==> src/rtl/lsu_mem_if_if.sv <==
// lsu_mem_if_if: bundles the LSU request/response handshake and the memory
// bus of lsu_mem_if into one interface.
//   slave  : view of the load/store unit (accepts LSU requests, drives memory)
//   master : view of the environment (issues LSU requests, plays the memory)
interface lsu_mem_if_if #(
   parameter int ADDR_W = 32
);
   // upstream request
   logic              lsu_valid;
   logic              lsu_ready;
   logic              lsu_we;
   logic [1:0]        lsu_size;
   logic              lsu_unsigned;
   logic [ADDR_W-1:0] lsu_addr;
   logic [31:0]       lsu_wdata;
   // completion
   logic              rsp_valid;
   logic [31:0]       rsp_rdata;
   logic              rsp_err;
   // memory side
   logic              mem_req;
   logic              mem_we;
   logic [3:0]        mem_be;
   logic [ADDR_W-1:0] mem_addr;
   logic [31:0]       mem_wdata;
   logic              mem_gnt;
   logic              mem_rvalid;
   logic [31:0]       mem_rdata;

   modport slave (
      input  lsu_valid, lsu_we, lsu_size, lsu_unsigned, lsu_addr, lsu_wdata,
             mem_gnt, mem_rvalid, mem_rdata,
      output lsu_ready, rsp_valid, rsp_rdata, rsp_err,
             mem_req, mem_we, mem_be, mem_addr, mem_wdata
   );

   modport master (
      output lsu_valid, lsu_we, lsu_size, lsu_unsigned, lsu_addr, lsu_wdata,
             mem_gnt, mem_rvalid, mem_rdata,
      input  lsu_ready, rsp_valid, rsp_rdata, rsp_err,
             mem_req, mem_we, mem_be, mem_addr, mem_wdata
   );
endinterface

==> src/rtl/lsu_mem_if.sv <==
// lsu_mem_if: single-outstanding load/store unit front end. Takes one LSU
// request at a time, checks alignment, issues a lane-replicated word access
// with byte enables to memory, extracts/extends load data and returns a
// one-cycle completion. Transactions stuck in REQ/WAIT are aborted after
// TIMEOUT cycles (0 disables the timeout).
// Ports:
//   clk  : rising-edge clock
//   rst  : synchronous active-high reset
//   bus  : lsu_mem_if_if.slave (LSU request/response + memory bus)
// All bus outputs are registered except lsu_ready.
module lsu_mem_if #(
   parameter int ADDR_W  = 32,
   parameter int TIMEOUT = 255
) (
   input logic          clk,
   input logic          rst,
   lsu_mem_if_if.slave  bus
);
   localparam int CW = (TIMEOUT > 0) ? $clog2(TIMEOUT + 1) : 1;
   localparam logic [CW-1:0] TO_V = CW'(TIMEOUT);

   typedef enum logic [1:0] {IDLE, REQ, WAIT, RESP} state_t;

   // request attributes needed after accept to shape the response
   typedef struct packed {
      logic       we;
      logic [1:0] size;
      logic       uns;
      logic [1:0] off;
   } req_t;

   state_t        state;
   req_t          rq;
   logic [CW-1:0] cnt;
   logic [CW-1:0] cnt_nx;
   logic          tmo;
   logic          mis;
   logic [3:0]    be_nx;
   logic [31:0]   wd_nx;
   logic [31:0]   ld_sh;
   logic [15:0]   ld_h;
   logic [31:0]   ld_ext;

   assign bus.lsu_ready = (state == IDLE) && !rst;

   // request decode on the incoming LSU fields
   always_comb begin
      mis   = 1'b0;
      be_nx = 4'b1111;
      wd_nx = bus.lsu_wdata;
      case (bus.lsu_size)
         2'b00: begin
            be_nx = 4'b0001 << bus.lsu_addr[1:0];
            wd_nx = {4{bus.lsu_wdata[7:0]}};
         end
         2'b01: begin
            mis   = bus.lsu_addr[0];
            be_nx = 4'b0011 << {bus.lsu_addr[1], 1'b0};
            wd_nx = {2{bus.lsu_wdata[15:0]}};
         end
         2'b10:   mis = |bus.lsu_addr[1:0];
         default: mis = 1'b1;
      endcase
   end

   // load lane extraction from the returning memory word
   always_comb begin
      ld_sh  = bus.mem_rdata >> {rq.off, 3'b000};
      ld_h   = rq.off[1] ? bus.mem_rdata[31:16] : bus.mem_rdata[15:0];
      case (rq.size)
         2'b00:   ld_ext = {{24{~rq.uns & ld_sh[7]}}, ld_sh[7:0]};
         2'b01:   ld_ext = {{16{~rq.uns & ld_h[15]}}, ld_h};
         default: ld_ext = bus.mem_rdata;
      endcase
   end

   assign cnt_nx = cnt + 1'b1;
   assign tmo    = (TIMEOUT != 0) && (cnt_nx == TO_V);

   always_ff @(posedge clk) begin
      if (rst) begin
         state         <= IDLE;
         rq            <= '0;
         cnt           <= '0;
         bus.mem_req   <= 1'b0;
         bus.mem_we    <= 1'b0;
         bus.mem_be    <= '0;
         bus.mem_addr  <= '0;
         bus.mem_wdata <= '0;
         bus.rsp_valid <= 1'b0;
         bus.rsp_err   <= 1'b0;
         bus.rsp_rdata <= '0;
      end else begin
         case (state)
            IDLE: begin
               if (bus.lsu_valid) begin
                  rq  <= '{we: bus.lsu_we, size: bus.lsu_size,
                           uns: bus.lsu_unsigned, off: bus.lsu_addr[1:0]};
                  cnt <= '0;
                  if (mis) begin
                     // bad request never reaches memory
                     state         <= RESP;
                     bus.rsp_valid <= 1'b1;
                     bus.rsp_err   <= 1'b1;
                     bus.rsp_rdata <= '0;
                  end else begin
                     state         <= REQ;
                     bus.mem_req   <= 1'b1;
                     bus.mem_we    <= bus.lsu_we;
                     bus.mem_be    <= be_nx;
                     bus.mem_addr  <= {bus.lsu_addr[ADDR_W-1:2], 2'b00};
                     bus.mem_wdata <= wd_nx;
                  end
               end
            end
            REQ: begin
               cnt <= cnt_nx;
               // rvalid without gnt is not a completion
               if (bus.mem_gnt && bus.mem_rvalid) begin
                  bus.mem_req   <= 1'b0;
                  state         <= RESP;
                  bus.rsp_valid <= 1'b1;
                  bus.rsp_err   <= 1'b0;
                  bus.rsp_rdata <= rq.we ? 32'h0 : ld_ext;
               end else if (tmo) begin
                  bus.mem_req   <= 1'b0;
                  state         <= RESP;
                  bus.rsp_valid <= 1'b1;
                  bus.rsp_err   <= 1'b1;
                  bus.rsp_rdata <= '0;
               end else if (bus.mem_gnt) begin
                  bus.mem_req <= 1'b0;
                  state       <= WAIT;
               end
            end
            WAIT: begin
               cnt <= cnt_nx;
               if (bus.mem_rvalid) begin
                  state         <= RESP;
                  bus.rsp_valid <= 1'b1;
                  bus.rsp_err   <= 1'b0;
                  bus.rsp_rdata <= rq.we ? 32'h0 : ld_ext;
               end else if (tmo) begin
                  state         <= RESP;
                  bus.rsp_valid <= 1'b1;
                  bus.rsp_err   <= 1'b1;
                  bus.rsp_rdata <= '0;
               end
            end
            RESP: begin
               bus.rsp_valid <= 1'b0;
               bus.rsp_err   <= 1'b0;
               state         <= IDLE;
            end
            default: state <= IDLE;
         endcase
      end
   end
endmodule

==> src/flat_wrapper.sv <==
// flat-port wrapper written by rule: the top's interface ports become plain ports
module lsu_mem_if_flat 
#(
   parameter int ADDR_W  = 32,
   parameter int TIMEOUT = 255
)
  (clk, rst, bus_lsu_valid, bus_lsu_we, bus_lsu_size, bus_lsu_unsigned, bus_lsu_addr, bus_lsu_wdata, bus_mem_gnt, bus_mem_rvalid, bus_mem_rdata, bus_lsu_ready, bus_rsp_valid, bus_rsp_rdata, bus_rsp_err, bus_mem_req, bus_mem_we, bus_mem_be, bus_mem_addr, bus_mem_wdata);
  lsu_mem_if_if #(.ADDR_W(ADDR_W)) bus_i ();
  input logic clk;
  input logic rst;
  input wire logic [$bits(bus_i.lsu_valid)-1:0] bus_lsu_valid;
  input wire logic [$bits(bus_i.lsu_we)-1:0] bus_lsu_we;
  input wire logic [$bits(bus_i.lsu_size)-1:0] bus_lsu_size;
  input wire logic [$bits(bus_i.lsu_unsigned)-1:0] bus_lsu_unsigned;
  input wire logic [$bits(bus_i.lsu_addr)-1:0] bus_lsu_addr;
  input wire logic [$bits(bus_i.lsu_wdata)-1:0] bus_lsu_wdata;
  input wire logic [$bits(bus_i.mem_gnt)-1:0] bus_mem_gnt;
  input wire logic [$bits(bus_i.mem_rvalid)-1:0] bus_mem_rvalid;
  input wire logic [$bits(bus_i.mem_rdata)-1:0] bus_mem_rdata;
  output wire logic [$bits(bus_i.lsu_ready)-1:0] bus_lsu_ready;
  output wire logic [$bits(bus_i.rsp_valid)-1:0] bus_rsp_valid;
  output wire logic [$bits(bus_i.rsp_rdata)-1:0] bus_rsp_rdata;
  output wire logic [$bits(bus_i.rsp_err)-1:0] bus_rsp_err;
  output wire logic [$bits(bus_i.mem_req)-1:0] bus_mem_req;
  output wire logic [$bits(bus_i.mem_we)-1:0] bus_mem_we;
  output wire logic [$bits(bus_i.mem_be)-1:0] bus_mem_be;
  output wire logic [$bits(bus_i.mem_addr)-1:0] bus_mem_addr;
  output wire logic [$bits(bus_i.mem_wdata)-1:0] bus_mem_wdata;
  assign bus_i.lsu_valid = bus_lsu_valid;
  assign bus_i.lsu_we = bus_lsu_we;
  assign bus_i.lsu_size = bus_lsu_size;
  assign bus_i.lsu_unsigned = bus_lsu_unsigned;
  assign bus_i.lsu_addr = bus_lsu_addr;
  assign bus_i.lsu_wdata = bus_lsu_wdata;
  assign bus_i.mem_gnt = bus_mem_gnt;
  assign bus_i.mem_rvalid = bus_mem_rvalid;
  assign bus_i.mem_rdata = bus_mem_rdata;
  assign bus_lsu_ready = bus_i.lsu_ready;
  assign bus_rsp_valid = bus_i.rsp_valid;
  assign bus_rsp_rdata = bus_i.rsp_rdata;
  assign bus_rsp_err = bus_i.rsp_err;
  assign bus_mem_req = bus_i.mem_req;
  assign bus_mem_we = bus_i.mem_we;
  assign bus_mem_be = bus_i.mem_be;
  assign bus_mem_addr = bus_i.mem_addr;
  assign bus_mem_wdata = bus_i.mem_wdata;
  lsu_mem_if #(.ADDR_W(ADDR_W), .TIMEOUT(TIMEOUT)) u_core (.clk(clk), .rst(rst), .bus(bus_i));
endmodule
==> config.mk <==
export PLATFORM = sky130hd
export DESIGN_NAME = lsu_mem_if_flat
export DESIGN_NICKNAME = d
export VERILOG_FILES = /design/src/rtl/lsu_mem_if_if.sv /design/src/rtl/lsu_mem_if.sv /design/src/flat_wrapper.sv
export SDC_FILE = /design/constraint.sdc
export NUM_CORES = 1
export LEC_CHECK = 0
export CORE_ASPECT_RATIO = 1.1
export CORE_MARGIN = 2
export CORE_UTILIZATION = 35
export CTS_BUF_LIST = sky130_fd_sc_hd__clkbuf_4 sky130_fd_sc_hd__clkbuf_8
export CTS_CLUSTER_SIZE = 25
export DETAILED_ROUTE_END_ITERATION = 10
export GPL_TIMING_DRIVEN = 0
export HOLD_SLACK_MARGIN = 0.06
export PLACE_DENSITY_LB_ADDON = 0.05
export SYNTH_ARGS = -nofsm -noshare
export SYNTH_HDL_FRONTEND = slang
export SYNTH_SLANG_ARGS = --single-unit
==> constraint.sdc <==
create_clock -name clk -period 2.6 [get_ports clk]
set_input_delay 0.26 -clock clk [delete_from_list [all_inputs] [get_ports clk]]
set_output_delay 0.26 -clock clk [all_outputs]
set_load 0.005 [all_outputs]
**Word level (Yosys, flattened, before mapping)**

Cells that the tools add are included.

- Register bits after elaboration: 118
- Bits of input ports: 105
- Output and inout bits: 105
- Logic and storage cells: 90

- $add $sub $neg: 1
- Eq/ne operators: 12
- Shifts and indexed selects: 3
- Multiplexer cells: 38
- Bitwise logic cells: 4
- Reductions and logical operators: 18

Operators with widths:

| operator | count |
|---|---|
| two-way mux 32 bit | 6 |
| case mux 32 bit (2 select lines) | 2 |
| case mux 32 bit (3 select lines) | 1 |
| right shift 32 x 5 -> 8 bit | 1 |
| two-way mux 16 bit | 1 |
| case mux 8 bit (2 select lines) | 1 |
| two-way mux 2 bit | 7 |
| two-way mux 1 bit | 13 |
| AND reduction 3 bit | 3 |
| adder 8 x 1 -> 8 bit, second input constant | 1 |
| equality test 8 bit, second input constant | 1 |
| two-way mux 8 bit | 1 |
| case mux 1 bit (4 select lines) | 2 |
| case mux 2 bit (4 select lines) | 1 |
| case mux 4 bit (2 select lines) | 1 |
| equality test 2 x 1 -> 1 bit, second input constant | 3 |
| equality test 2 bit, second input constant | 3 |
| logical NOT 2 bit | 3 |
| AND reduction 2 bit | 3 |
| != test 2 bit, second input constant | 2 |
| != test 4 x 2 -> 1 bit, second input constant | 1 |
| AND reduction 4 bit | 1 |
| nonzero test 2 bit | 2 |
| OR reduction 2 bit | 2 |
| other kinds (11) | 14 |

**Logic depth before layout (Yosys ltp)**

Gate-level depths: netlist (run 1).

- Word-level depth: 6
- Gate-level depth with buffers: 10
- Gate-level depth less buffers: 7

**Worst setup path before layout (run 1)**

OpenSTA, ideal clock, no wires.

- Path type: flip-flop to flip-flop
- Start point: register u_core.state[0]
- End point: register u_core.bus.rsp_rdata[21]
- Setup time: 0.092 ns
- Arrival: 1.996 ns
- Required time: 2.508 ns
- Setup slack: 0.511 ns
- Cell stages (with the launch flop): 9
- Buffers on the path: 2
- Clock period less this slack: 2.089 ns
- Cells stage by stage: dfxtp_1 -> inv_1 -> ha_1 -> clkbuf_1 -> nand2_1 -> nor4_4 -> o21ai_4 -> buf_6 -> o32ai_1

- Cells in the longest elaborated chain, start to end: 3
- Elaborated cells on any way between the ends: 8
- Classes of those cells: 4 x eq/ne; 1 x mux; 3 x reduce/logical

Ends and longest elaborated chain:

| what | line | RTL |
|---|---|---|
| from (decl) | lsu_mem_if.sv:32 | `state_t state;` |
| from (signal assigned) | lsu_mem_if.sv:82 | `state <= IDLE;` |
| from (signal assigned) | lsu_mem_if.sv:102 | `state <= RESP;` |
| from (signal assigned) | lsu_mem_if.sv:107 | `state <= REQ;` |
| equality test 2 x 1 -> 1 bit, or another cell as far along | lsu_mem_if.sv:94 | `case (state)` |
| nonzero test 3 bit (no line), or another cell as far along | -- |  |
| AND reduction 3 bit (no line) | -- |  |
| to (signal assigned) | lsu_mem_if.sv:124 | `bus.rsp_rdata <= rq.we ? 32'h0 : ld_ext;` |
| to (signal assigned) | lsu_mem_if.sv:142 | `bus.rsp_rdata <= rq.we ? 32'h0 : ld_ext;` |
| to (decl) | lsu_mem_if_if.sv:33 | `output lsu_ready, rsp_valid, rsp_rdata, rsp_err,` |

Several ways; a longest one is shown, not always the timed one.
A chain may end at the register's enable or synchronous reset.

**Worst setup path after layout (run 1)**

- Start point: register u_core.state[0]
- End point: register u_core.bus.rsp_rdata[27]

Same word-level chain as after synthesis.

==> results of run 1 <==
[registers in the layout (all words and copies together), names as in the netlist]
signal	cells
u_core.bus.mem_req	1
u_core.bus.mem_addr	30
u_core.rq	6
u_core.bus.rsp_valid	1
u_core.state	2
u_core.bus.mem_we	1
u_core.bus.rsp_rdata	32
u_core.bus.mem_be	4
u_core.bus.rsp_err	1
u_core.cnt	8
u_core.bus.mem_wdata	32
[synthesized netlist by cell type, types with 2 or more instances]
cell type and instances:
sky130_fd_sc_hd__nand2_1 132, sky130_fd_sc_hd__dfxtp_1 118, sky130_fd_sc_hd__a21oi_1 79, sky130_fd_sc_hd__nor2_1 49
sky130_fd_sc_hd__o21ai_0 38, sky130_fd_sc_hd__clkbuf_1 32, sky130_fd_sc_hd__mux2i_1 25, sky130_fd_sc_hd__inv_1 21
sky130_fd_sc_hd__nand2b_1 21, sky130_fd_sc_hd__o32ai_1 17, sky130_fd_sc_hd__o221ai_1 15, sky130_fd_sc_hd__a211oi_1 11
sky130_fd_sc_hd__buf_2 9, sky130_fd_sc_hd__o21a_1 9, sky130_fd_sc_hd__a2bb2oi_1 8, sky130_fd_sc_hd__a311oi_1 8
sky130_fd_sc_hd__nor3_1 8, sky130_fd_sc_hd__buf_1 6, sky130_fd_sc_hd__ha_1 6, sky130_fd_sc_hd__nor2b_1 5
sky130_fd_sc_hd__mux2_2 4, sky130_fd_sc_hd__a22oi_1 3, sky130_fd_sc_hd__buf_4 3, sky130_fd_sc_hd__nand3_1 3
sky130_fd_sc_hd__nor4_1 3, sky130_fd_sc_hd__a21boi_0 2, sky130_fd_sc_hd__a21o_1 2, sky130_fd_sc_hd__and2_1 2
sky130_fd_sc_hd__o21ai_1 2, sky130_fd_sc_hd__o21bai_1 2
[through the flow]
step           TNS [ps]  power [mW]  hold slack, ps
4_1_cts               0       6.009           252.1
6_report              0       5.983           279.3
3_5_place_dp     -542.5       4.271           446.9
5_1_grt               0       6.335           279.2
2_1_floorplan         0       3.342           396.0
3_3_place_gp     -7.434       4.225           441.8
[power breakdown]
group	switching, mW	total, mW	internal (mW)	leakage (nW)
clock	0.783	1.74	0.959	0.181
sequential	0.152	2.18	2.03	0.959
combinational	1.12	2.06	0.940	1.70
[cells in the final DEF, fill, tap and decap left out, types with 18 or more instances in the layout]
cell type | netlist | final
sky130_fd_sc_hd__a21oi_1 | 79 | 79
sky130_fd_sc_hd__mux2i_1 | 25 | 25
sky130_fd_sc_hd__nand2b_1 | 21 | 21
sky130_fd_sc_hd__clkbuf_1 | 32 | 32
sky130_fd_sc_hd__clkbuf_8 | 0 | 18
sky130_fd_sc_hd__clkdlybuf4s50_1 | 0 | 206
sky130_fd_sc_hd__nor2_1 | 49 | 49
sky130_fd_sc_hd__inv_1 | 21 | 21
sky130_fd_sc_hd__o21ai_0 | 38 | 38
sky130_fd_sc_hd__dfxtp_1 | 118 | 118
sky130_fd_sc_hd__nand2_1 | 132 | 132
[routing by layer]
metal / global-route usage, % / routed length [um] / share of wire (%) / vias to the layer above
li1: - / - / - / 2781
met1: 26.20 / 7537 / 41 / 2696
met2: 36.08 / 8844 / 49 / 191
met3: 7.993 / 1415 / 7.8 / 30
met4: 7.663 / 366 / 2.0 / 0
met5: 0 / 0 / 0 / -
[cell type report]
type	instances	area share, %
well taps	196	3.017
clock buffers	18	3.048
flip-flops and latches	118	29.06
inverters	21	0.9697
plain buffers	52	2.817
repair buffers	208	25.55
clock inverters	12	1.924
multi-input cells	475	33.62
[tightest hold or removal path, cell delays in order]
cell and delay, ps:
sky130_fd_sc_hd__buf_2 160, sky130_fd_sc_hd__o21ai_0 160, sky130_fd_sc_hd__a311oi_1 80
[worst paths after layout]
| path | start | to | slack (ps) | cells past startpoint |
|---|---|---|---|---|
| setup reg to reg | u_core.state[0] | u_core.bus.rsp_rdata[27] | 250 | 9 |
| setup / recovery | u_core.state[0] | u_core.bus.rsp_rdata[27] | 250 | 9 |
| hold / removal | bus_lsu_size[1] | u_core.bus.mem_wdata[9] | 280 | 3 |
| hold reg to reg | u_core.bus.mem_addr[14] | u_core.bus.mem_addr[14] | 460 | 2 |
[cells by family after synthesis]
family	Yosys count
muxes	29
xor gates and xnor gates	1
AOI/OAI and AO/OA	206
buffers and inverters	73
adders and majority gates	6
and+or+nand+nor	231
other	1
DFF	118
[timing repair]
action / CTS / global route
gates resized for setup: 0 / 2
setup buffers: 2 / 0
pin swaps: 1 / 0
endpoints found under the hold margin: 0 / 0
setup endpoints to repair: 19 / 10
==> impl_metrics.csv, run 1 <==
group,metric,value,unit
outcome,outcome,"finished clean",
cts,total_clock_sinks,118,
global_route,grt_first_pass_wirelength,28050,um
global_route,antenna_found_initial,0,
finish,nNetsFinal,1004,
routing,antenna_left,0,
worst_setup_path,setup.worst_path.class,"flip-flop to flip-flop",
min_path,hold_path.class,"input port to flip-flop",
cts,cts_hold_repair.buffers,0,
floorplanning,floorplan.die.width,122.4,um
worst_setup_path,critical-path-top-delay-family,"buffers and inverters",
logic_synthesis,synth_compound_gate_area_share,24.88,%
logic_synthesis,ys_async_sr_fraction,0,%
logic_synthesis,simple_logic_cell_fraction_of_the_synthesized_area,18.59,%
routing,total_via_count_in_the_routed_design,5698,
worst_setup_path,crit_chain,"inv_1 > ha_1 > clkbuf_1 > nand2_1 > nor4_4 > buf_4 > o21ai_4 > buf_6 > o32ai_1",
finish,fin_cells,1100,
timing,slew_headroom,53.99,%
logic_synthesis,postSynthRegisterBits,118,
logic_synthesis,synth_top_cell_by_area,"sky130_fd_sc_hd__dfxtp_1",
floorplanning,dieArea,0.01643,mm2
worst_setup_path,path_buf_inv,4,
cts,path_clk_slew,70,ps
worst_setup_path,cp_max_fo,10,
logic_synthesis,synth_seq_area_share,43.77,%
logic_synthesis,synth_edf_count,0,
logic_synthesis,synth_mux_area_share,5.472,%
power,vdd_ir_drop_max,0.3337,mV
finish,antenna-diode-count,0,
logic_synthesis,avgSynthCellArea,8.115,um2
cts,cts_buffer_depth,2,
worst_setup_path,worst_path_max_delay_cell,"sky130_fd_sc_hd__dfxtp_1",
placed_design,place.port_buffers,206,
worst_setup_path,crit_path_end_kind,"flip-flop",
logic_synthesis,synth.area.top_cells,"sky130_fd_sc_hd__dfxtp_1, sky130_fd_sc_hd__nand2_1, sky130_fd_sc_hd__a21oi_1",
worst_setup_path,max_stage_delay,430,ps
timing,timing.final.crit_period,2354,ps
cts,cts.htree.levels,4,
finish,drive_gt1_share,6.195,%
routing,drtPass1Iterations,5,
worst_setup_path,worst_ep_arrival_time,2700,ps
placed_design,dp.final_hpwl,13950,um
cts,cts.root.buffer_cell,"sky130_fd_sc_hd__clkbuf_8",
global_route,pin_count_of_the_biggest_net_entering_global_routing,17,
routing,drt_first_iter_violations,290,
finish,layout-area-overhead-vs-synth,50.64,%
timing,clock_skew,10.79,ps
timing,layout_worst_path_cycle_share,90.54,%
power,power-per-cell-area,736.0,mW/mm2
finish,multi_input_area,0.002733,mm2
logic_synthesis,yosysWarningCount,0,
power,p_leak,2.845,nW
timing,tightestPinTransition,685.5,ps
cts,tritoncts,"done",
placed_design,detailedPlace.worstSlack,-56.73,ps
logic_synthesis,synth_top_flop_cell,"sky130_fd_sc_hd__dfxtp_1",
routing,wirelength,18160,um
routing,post_drt_via_cell_ratio,5.180,
worst_setup_path,required_worst_endpoint,2940,ps
floorplanning,floorplan.rows,47,
timing,rsz_0062_raised_after_global_routing,"false",
global_route,track_usage,21.92,%
finish,layout.core_utilization,54.00,%
cts,insertion_delay,440,ps
finish,fill_cells,1477,
flow_run,cap_violations,0,
placed_design,routabilityCongestion,0.8659,
logic_synthesis,post_synth_fa_ha_maj_area_fraction,1.391,%
global_route,first_global_vias,5514,
placed_design,numPlacedInstances,1068,
timing,hold_violations,0,
floorplanning,io_pins,210,
timing,final_critical_path_setup_slack,245.9,ps
logic_synthesis,area_share_of_the_largest_cell_type_after_synthesis,43.77,%
floorplanning,die_boundary_height,134.2,um
timing,finalMaxSlewViolations,0,
finish,postLayoutCellArea,0.008129,mm2
logic_synthesis,yosys.cell_types.count,52,
timing,setup_violations,0,
cts,cts-buffers-inserted,17,
floorplanning,start_util,35.85,%
routing,route.detailed.wl_per_inst,16.51,um
global_route,grt_overflow,0,
finish,sequential_cell_area,0.002362,mm2
worst_setup_path,critical_path.startpoint_type,"flip-flop",
placed_design,dpl_cell_area,0.007707,mm2
floorplanning,placeableCoreArea,0.01505,mm2
logic_synthesis,netlist_area,0.005396,mm2
timing,achievable-frequency,424.8,MHz
logic_synthesis,synth_xor_xnor_area_share,0.1623,%
logic_synthesis,synth_top_family_by_area,"compound AO/OA/AOI/OAI gates",
logic_synthesis,postSynthCellCount,665,
routing,drcViolationCount,0,
(Power assumes the default switching activity.)
==> run 2, diff against run 1 <==
==> constraint.sdc (replaced) <==
create_clock -name clk -period 2.2 [get_ports clk]
set_input_delay 0.22 -clock clk [delete_from_list [all_inputs] [get_ports clk]]
set_output_delay 0.22 -clock clk [all_outputs]
set_load 0.005 [all_outputs]
==> impl_metrics.csv, run 2 (synthesis gave the netlist of run 1 again) <==
group,metric,value,unit
cts,cts.htree.levels,4,
power,power-per-cell-area,874.9,mW/mm2
global_route,grt_first_pass_wirelength,28110,um
timing,slew_headroom,56.97,%
worst_setup_path,max_stage_delay,540,ps
finish,postLayoutCellArea,0.008184,mm2
floorplanning,dieArea,0.01643,mm2
global_route,pin_count_of_the_biggest_net_entering_global_routing,17,
worst_setup_path,worstReg2RegStart,"u_core.rq[0]",
cts,insertion_delay,440,ps
worst_setup_path,path_buf_inv,3,
worst_setup_path,cp_max_fo,10,
routing,drtPass1Iterations,5,
power,vdd_ir_drop_max,0.3905,mV
timing,timing.final.crit_period,2115,ps
worst_setup_path,timing.critical_path.from,"u_core.state[0]",
floorplanning,placeableCoreArea,0.01505,mm2
finish,final_common_cell,"sky130_fd_sc_hd__clkdlybuf4s50_1",
routing,antenna_left,0,
timing,hold_violations,0,
worst_setup_path,setup.worst_path.class,"flip-flop to output port",
floorplanning,io_pins,210,
placed_design,dpl_cell_area,0.007707,mm2
floorplanning,floorplan.die.width,122.4,um
global_route,antenna_found_initial,0,
cts,cts_buffer_depth,2,
timing,setup_violations,0,
cts,path_clk_slew,70,ps
cts,total_clock_sinks,118,
worst_setup_path,setup.worst_path.end,"bus_lsu_ready",
timing,finalMaxSlewViolations,0,
routing,drcViolationCount,0,
worst_setup_path,crit_path_end_kind,"output port",
worst_setup_path,critical-path-top-delay-family,"buffers and inverters",
floorplanning,floorplan.rows,47,
placed_design,dp.final_hpwl,13950,um
worst_setup_path,worst-r2r-cell-count,6,
floorplanning,start_util,35.85,%
power,total_power,7.160,mW
global_route,track_usage,21.95,%
timing,achievable-frequency,472.9,MHz
finish,layout.core_utilization,54.36,%
worst_setup_path,worst-path-stages,5,
cts,cts.root.buffer_cell,"sky130_fd_sc_hd__clkbuf_8",
finish,mostFrequentLayoutCells,"sky130_fd_sc_hd__clkdlybuf4s50_1, sky130_fd_sc_hd__nand2_1, sky130_fd_sc_hd__dfxtp_1",
worst_setup_path,crit_chain,"inv_2 > ha_4 > buf_4 > nor2b_1 > clkdlybuf4s50_1",
global_route,grt_overflow,0,
timing,clock_skew,9.532,ps
routing,route.detailed.wl_per_inst,16.48,um
worst_setup_path,r2r_slack,150,ps
global_route,first_global_vias,5519,
finish,layout-area-overhead-vs-synth,51.66,%
flow_run,cap_violations,0,
routing,drt_first_iter_violations,295,
finish,reg_top3,"u_core.bus.mem_wdata x32, u_core.bus.rsp_rdata x32, u_core.bus.mem_addr x30",
routing,total_via_count_in_the_routed_design,5682,
outcome,outcome,"finished clean",
power,p_leak,2.889,nW
timing,layout_worst_path_cycle_share,96.12,%
floorplanning,die_boundary_height,134.2,um
worst_setup_path,worst_ep_arrival_time,1890,ps
finish,antenna-diode-count,0,
worst_setup_path,critical_path.startpoint_type,"flip-flop",
routing,post_drt_via_cell_ratio,5.161,
placed_design,numPlacedInstances,1068,
finish,fin_cells,1101,
finish,fill_cells,1463,
cts,tritoncts,"done",
worst_setup_path,worst_path_max_delay_cell,"sky130_fd_sc_hd__clkdlybuf4s50_1",
worst_setup_path,required_worst_endpoint,1980,ps
finish,drive_gt1_share,8.066,%
cts,cts_hold_repair.buffers,0,
cts,cts-buffers-inserted,17,
timing,tightestPinTransition,645.4,ps
min_path,hold_path.startpoint,"bus_lsu_size[1]",
min_path,hold_path.class,"input port to flip-flop",
timing,rsz_0062_raised_after_global_routing,"false",
placed_design,place.port_buffers,206,
finish,nNetsFinal,1005,
worst_setup_path,worst_r2r_endpoint,"u_core.bus.rsp_rdata[27]",
placed_design,routabilityCongestion,0.8659,
routing,wirelength,18140,um
==> run 2: cell count changes in the layout (fill, tap and decap cells not counted), moves of 2 or more <==
cell,change
sky130_fd_sc_hd__inv_1,-2
sky130_fd_sc_hd__inv_2,+2
sky130_fd_sc_hd__clkbuf_1,-4
sky130_fd_sc_hd__clkbuf_4,+2
sky130_fd_sc_hd__o21ai_2,+2
sky130_fd_sc_hd__o21ai_1,-2
sky130_fd_sc_hd__buf_4,+2
sky130_fd_sc_hd__buf_1,-5
sky130_fd_sc_hd__clkbuf_2,+5
==> run 2: metal layers <==
metal  wire [um]  up-vias  track usage [%]
met5           0        -                0
li1            -     2786                -
met3        1475       29            7.993
met4         358        0            7.663
met2        8796      207            36.11
met1        7513     2660            26.25
==> run 2: worst min path at each step <==
stage,cells after the start,endpoint
floorplan,2,u_core.rq[5]
global placement,2,u_core.bus.mem_addr[3]
detailed placement,2,u_core.bus.mem_addr[14]
CTS,3,u_core.bus.mem_wdata[9]
global route,3,u_core.bus.mem_wdata[9]
finish,3,u_core.bus.mem_wdata[9]
==> run 2: where the power goes <==
part | total [mW] | switching (mW) | internal, mW
clock | 2.06 | 0.923 | 1.13
sequential | 2.58 | 0.184 | 2.40
combinational | 2.52 | 1.35 | 1.17
==> run 2: final cells by class <==
type / count / area (um2) / area share, %
sequential: 118 / 2364 / 28.88
timing repair buffer: 209 / 2085 / 25.47
inverter: 21 / 78.83 / 0.9632
clock inverter: 12 / 156.4 / 1.911
multi-input combinational: 475 / 2754 / 33.65
tap: 196 / 245.2 / 2.996
clock buffer: 18 / 247.7 / 3.027
buffer: 52 / 254.0 / 3.104
==> run 2: metrics by stage <==
stage          setup TNS (ps)  setup WS (ps)  hold WS, ps
5_1_grt                     0         0.7283        239.2
4_1_cts                     0          4.725        212.1
3_3_place_gp           -18500         -403.8        441.8
2_1_floorplan               0          111.3        356.0
6_report                    0          85.42        234.5
3_5_place_dp           -24540         -456.7        446.9
==> run 2: tightest hold or removal path, cell delays in order <==
cell                       delay [ps]
sky130_fd_sc_hd__buf_2            160
sky130_fd_sc_hd__o21ai_0          160
sky130_fd_sc_hd__a311oi_1          80
==> run 2: repair_timing <==
item	4_1_cts	5_1_grt
pin swaps	2	0
setup buffers	3	0
endpoints found under the hold margin	0	0
resized for setup	15	9
endpoints found under the setup margin	96	58
==> run 3, diff against run 2 <==
--- a/config.mk
+++ b/config.mk
@@ -14,6 +14,7 @@
 export GPL_TIMING_DRIVEN = 0
 export HOLD_SLACK_MARGIN = 0.06
 export PLACE_DENSITY_LB_ADDON = 0.05
+export SKIP_LAST_GASP = 1
 export SYNTH_ARGS = -nofsm -noshare
 export SYNTH_HDL_FRONTEND = slang
 export SYNTH_SLANG_ARGS = --single-unit
==> results of run 3 <==
Final layout, timing and power as in run 2 (identical DEF).
